--- src/rtl/data_memory_if.sv ---
// Bus between the datapath controller and the data memory: address,
// strobes, write data and combinational read data.
interface data_memory_if #(
    parameter int unsigned DATA_WIDTH = 8,
    parameter int unsigned ADDR_WIDTH = 8
);
    logic [DATA_WIDTH-1:0] in_bus;
    logic [ADDR_WIDTH-1:0] addr;
    logic                  read_en;
    logic                  write_en;
    logic [DATA_WIDTH-1:0] out_bus;

    modport master (
        output in_bus,
        output addr,
        output read_en,
        output write_en,
        input  out_bus
    );

    modport slave (
        input  in_bus,
        input  addr,
        input  read_en,
        input  write_en,
        output out_bus
    );
endinterface

--- src/rtl/data_memory.sv ---
// Single-port word-addressed data memory: synchronous write, combinational
// read gated by read_en, asynchronous clear of the whole array.
module data_memory #(
    parameter int unsigned DATA_WIDTH = 8,
    parameter int unsigned ADDR_WIDTH = 8
) (
    input logic         clk,
    input logic         rst,
    data_memory_if.slave bus
);
    localparam int unsigned DEPTH = 2 ** ADDR_WIDTH;

    logic [DATA_WIDTH-1:0] mem [DEPTH];

    // Reset wins over any write presented on the same edge.
    always_ff @(posedge clk or posedge rst) begin
        if (rst) begin
            mem <= '{default: '0};
        end else if (bus.write_en == 1'b1) begin
            mem[bus.addr] <= bus.in_bus;
        end
    end

    // An unknown read_en falls to the else branch and yields zero.
    always_comb begin
        bus.out_bus = '0;
        if (bus.read_en == 1'b1) begin
            bus.out_bus = mem[bus.addr];
        end
    end
endmodule

--- src/flat_wrapper.sv ---
// flat-port wrapper written by rule: the top's interface ports become plain ports
module data_memory_flat 
#(
    parameter int unsigned DATA_WIDTH = 8,
    parameter int unsigned ADDR_WIDTH = 8
)
  (clk, rst, bus_in_bus, bus_addr, bus_read_en, bus_write_en, bus_out_bus);
  data_memory_if #(.DATA_WIDTH(DATA_WIDTH), .ADDR_WIDTH(ADDR_WIDTH)) bus_i ();
  input logic clk;
  input logic rst;
  input wire logic [$bits(bus_i.in_bus)-1:0] bus_in_bus;
  input wire logic [$bits(bus_i.addr)-1:0] bus_addr;
  input wire logic [$bits(bus_i.read_en)-1:0] bus_read_en;
  input wire logic [$bits(bus_i.write_en)-1:0] bus_write_en;
  output wire logic [$bits(bus_i.out_bus)-1:0] bus_out_bus;
  assign bus_i.in_bus = bus_in_bus;
  assign bus_i.addr = bus_addr;
  assign bus_i.read_en = bus_read_en;
  assign bus_i.write_en = bus_write_en;
  assign bus_out_bus = bus_i.out_bus;
  data_memory #(.DATA_WIDTH(DATA_WIDTH), .ADDR_WIDTH(ADDR_WIDTH)) u_core (.clk(clk), .rst(rst), .bus(bus_i));
endmodule
--- config.mk ---
export PLATFORM = sky130hd
export DESIGN_NAME = data_memory_flat
export DESIGN_NICKNAME = d
export VERILOG_FILES = /design/src/rtl/data_memory_if.sv /design/src/rtl/data_memory.sv /design/src/flat_wrapper.sv
export SDC_FILE = /design/constraint.sdc
export NUM_CORES = 2
export LEC_CHECK = 0
export ABC_AREA = 0
export CORE_UTILIZATION = 40
export DETAILED_ROUTE_END_ITERATION = 8
export RECOVER_POWER = 50
export SLEW_MARGIN = 25
export SYNTH_ARGS = -nofsm -noshare
export SYNTH_HDL_FRONTEND = slang
export SYNTH_SLANG_ARGS = --single-unit
--- constraint.sdc ---
create_clock -name clk -period 112.8 [get_ports clk]
set_clock_uncertainty 0.2 [all_clocks]
set_input_delay 16.92 -clock clk [delete_from_list [all_inputs] [get_ports clk]]
set_output_delay 16.92 -clock clk [all_outputs]
set_load 0.005 [all_outputs]
Word-level counts from Yosys, hierarchy flattened
Cells that the tools add are included.
{"block": "totals", "regBits": 2048, "in_bits": 20, "output_inout_bits": 8, "elab_cells": 267}
{"block": "classes", "order_cmp": 2, "n_mux": 7, "bitwise": 1, "reduce_logical": 1}
{"op": "$bwmux 2048", "n": 1}
{"op": "$bmux 8 s8", "n": 1}
{"op": "$demux 8 s8", "n": 1}
{"op": "$mux 8", "n": 4}
{"op": "$ge 9x9->1 const B", "n": 1}
{"op": "$lt 9x1->1 const B", "n": 1}
{"op": "$not 8->9", "n": 1}
{"op": "$logic_and 1x1->1", "n": 1}

Depth between registers and ports, before layout
{"block": "depth", "depth_word": 6, "depth_mapped": 12}

Worst setup path after synthesis
No wires, ideal clock.
{"block": "synth_path", "kind": "input-to-output", "startpoint": "input bus_addr[0]", "endpoint": "output bus_out_bus[2]", "arrival_ns": 18.881, "slack_ns": 76.799, "path_stages": 9, "path_buffers": 3, "cell_sequence": "buf_6 -> buf_6 -> buf_2 -> mux4_2 -> nand3_1 -> nand3_1 -> a2111oi_0 -> o211ai_1 -> and4b_1"}
{"block": "synth_via", "elab_chain_cells": 5}
{"item": "from (decl)", "line_no": "flat_wrapper.sv:12", "source": "input wire logic [$bits(bus_i.addr)-1:0] bus_addr;"}
{"item": "$not 8->9 (not written as such)", "line_no": "data_memory.sv:28", "source": "bus.out_bus = mem[bus.addr];"}
{"item": "$bmux 8 s8", "line_no": "data_memory.sv:28"}
{"item": "$mux 8 (not written as such) (2 in a row)", "line_no": "data_memory.sv:28"}
{"item": "$mux 8", "line_no": "data_memory.sv:27", "source": "if (bus.read_en == 1'b1) begin"}
{"item": "to (decl)", "line_no": "flat_wrapper.sv:15", "source": "output wire logic [$bits(bus_i.out_bus)-1:0] bus_out_bus;"}
No other way between the ends. The select of a mux whose other input is x is not followed.

Final worst setup path
{"block": "layout_path", "startpoint": "input bus_addr[1]", "endpoint": "output bus_out_bus[3]"}
The elaborated chain is that of the path after synthesis.

==> reports/results.ini <==
[grt]
grt_pass1_vias=57804
grt_max_degree=179
grt_usage_pct=22.5
grt_pass1_wl_um=400000
grt_overflow=0
antenna_found_initial=6

[logic_synthesis]
netlist_instances=6274
synth_flop_cell=dfrtp_1
synth_warnings=0
synthArstFlopShare_pct=100
synth_seq_area_share_pct=54.3
synth_top_family_by_area=multiplexers
synthAdderAreaFrac_pct=0
synth_top_area_cell=dfrtp_1
synth-edff-count=0
avgSynthCellArea_um2=15.0
synth_top_area_share_pct=54.3
ys_ff_latch=2048
synth-xor-area-share_pct=0
synth.area.mux_share_pct=36.9
synthSimpleGateAreaFrac_pct=3.49
netlist_area_um2=94400
yosysUniqueCellTypes=60
synth_compound_area_share_pct=2.94
yosysMostFrequentCell=dfrtp_1
synth_nets=6294
netlist_top_cells_area=dfrtp_1, mux2_2, mux4_2
synthTopCellsByCount=dfrtp_1, mux2_2, mux2i_1

[die]
fp.dieH_um=488
die-width_um=488
start_util_pct=40.4
num_io_pins=28
rows=177
die_area_um2=238000
core_um2=234000

[finish]
nNetsFinal=6203
n_fill_cell=20680
areaGrowthSynthToFinish_pct=10.6
largest_reg_flops=2048
regMostFlops=u_core.mem
drive_gt1_share_pct=46.0
reg_top3=u_core.mem x2048
post-route-util_pct=44.7

[placement]
place_congestion=0.857
port-buffer-count=27
post-place-ws_ns=73.04
hpwl_um=164000

[critical_path]
ff2ff_path_depth=1
start_kind=primary input
critical_path_class=primary input to output pin
cp.depth=11
required_ns=95.68
worstReg2RegEnd=u_core.mem[765]
critPathBufInv=5
path_max_fanout=60
crit_chain=clkbuf_1 > clkbuf_1 > clkbuf_1 > clkbuf_1 > mux4_2 > a22oi_1 > a21boi_0 > a221oi_1 > o211ai_1 > and4b_1 > clkdlybuf4s50_1
cp-startpoint=bus_addr[1]
crit_arrival_ns=28.43
crit_path_end_kind=output pin
cpMostUsedCell=clkbuf_1
critical_path.top_delay_family=buffers and inverters
r2r_start=u_core.mem[765]
max_stage_delay_ns=2.68
critPathSlowestCell=clkbuf_1
rrSetupSlack_ns=111.79

[power_and_ir_drop]
netSwitchingFraction_pct=23.9
ir_drop_mv=0.0129
p_int_mw=1.25
leakagePower_nw=49.2
p_switching_uw=393
cellPowerDensity_nw_per_um2=15.8
power_frac_comb_pct=8.0
clockPowerShare_pct=44.2
pwr-share-seq_pct=47.8

[detailed_routing]
wl_um=264000
drcViolationCount=0
wl_per_cell_um=27.9
first_pass_iters=5
final_antenna_net_count=0
drtIter0Drc=3761
viasPerCell=5.79
vias=54974

[clock_network]
cts.repair.resized=0
cts_tree=yes
clk_path_buf_depth=3
clock_latency_ns=0.84
hold_buffers=0
clock-root-buffer=clkbuf_16
cts_buffers=220
h-tree-depth=4
cts_setup_buffers=0
cts_sinks=2048
cts.clk_slew.worst_paths_ns=0.06

[run]
drv_cap=27

[sta]
setup_slack_ns=67.25
max_slew_margin_pct=-376
finalCritPeriodShare_pct=40.4
setup_viol=0
max_freq_mhz=22.0
tightest_slew_ns=7.14
hold_viol=0
slew_viol_final=1407
setup_tns_ns=0
min_period_ns=45.55
rsz0062_at_grt=no

[min_path]
hold_class=flip-flop to flip-flop
hold_depth=1
min_to=u_core.mem[217]
hold_path.startpoint=u_core.mem[217]

[status]
violations=capacitance limit, slew limit
status=finished with violations

## through the flow
| step | hold WS (ns) | power (mW) | instances | area [um^2] |
|---|---|---|---|---|
| 2_1_floorplan | 0.259 | 0.893 | 6274 | 94400 |
| 3_3_place_gp | 0.268 | 0.928 | 9082 | 97400 |
| 3_5_place_dp | 0.276 | 0.932 | 9087 | 97500 |
| 4_1_cts | 0.292 | 1.66 | 9481 | 105000 |
| 5_1_grt | 0.301 | 1.70 | 9488 | 104000 |
| 6_report | 0.286 | 1.65 | 9490 | 104000 |
## layer usage
metal,part of all wire [%],vias up,wire length (um),track usage [%]
met4,3.7,4,9860,8.38
met1,45,30173,118000,31.5
met5,0.0072,-,19,0
met3,4.9,412,12900,3.68
met2,47,1197,123000,35.1
li1,-,23188,-,-
## layout by cell type (no fill, tap or decap), types with 9 or more instances in the layout
master,instances
a31oi_1,26
nand4_1,14
o22ai_1,87
mux2i_1,360
mux4_2,354
nor4_1,15
nand2_1,169
a221o_1,12
clkbuf_16,224
clkbuf_1,86
a21oi_1,22
a221oi_1,10
bufinv_16,11
nor3_1,16
clkdlybuf4s50_1,12
buf_8,9
a22oi_1,131
nand3_1,66
o211ai_1,23
mux2_2,1991
mux2_1,70
clkbuf_8,62
nor2_1,128
and3_1,21
nor2_2,83
dfrtp_1,2048
buf_4,86
nor2_4,19
o21ai_0,34
clkinv_2,28
## cell families (layout without fill, tap and decap cells)
| kind of cell | count (synthesis) | after routing |
|---|---|---|
| flip-flops | 2048 | 2048 |
| AND/OR/NAND/NOR | 585 | 585 |
| other | 0 | 3 |
| AO/OA/AOI/OAI | 392 | 392 |
| multiplexers | 2775 | 2775 |
| buffers and inverters | 474 | 555 |
## power by group through the flow
stage | clock network, mW | logic (mW) | registers (mW)
2_1_floorplan | 0 | 0.0942 | 0.799
3_3_place_gp | 0 | 0.130 | 0.798
3_5_place_dp | 0 | 0.133 | 0.800
4_1_cts | 0.743 | 0.133 | 0.786
5_1_grt | 0.772 | 0.141 | 0.791
6_report | 0.727 | 0.131 | 0.787
## final cells by class
cell class                      count  area, um^2  area share, %
Antenna cell                        3        7.51        0.00720
Clock buffer                      345        6680           6.40
Clock inverter                     49         594          0.570
Inverter                            7        28.8         0.0276
Multi-Input combinational cell   3752       40600           38.9
Sequential cell                  2048       51200           49.1
Tap cell                         3132        3920           3.76
Timing Repair Buffer              154        1280           1.23
## how the worst max path moves through the flow
stage                                end  slack (ns)
after floorplan            u_core.mem[0]       37.83
after global placement    bus_out_bus[7]       72.58
after detailed placement  bus_out_bus[5]       73.04
after CTS                 bus_out_bus[5]       73.01
after global routing      bus_out_bus[5]       67.09
final                     bus_out_bus[3]       67.25
(Power assumes the default switching activity.)
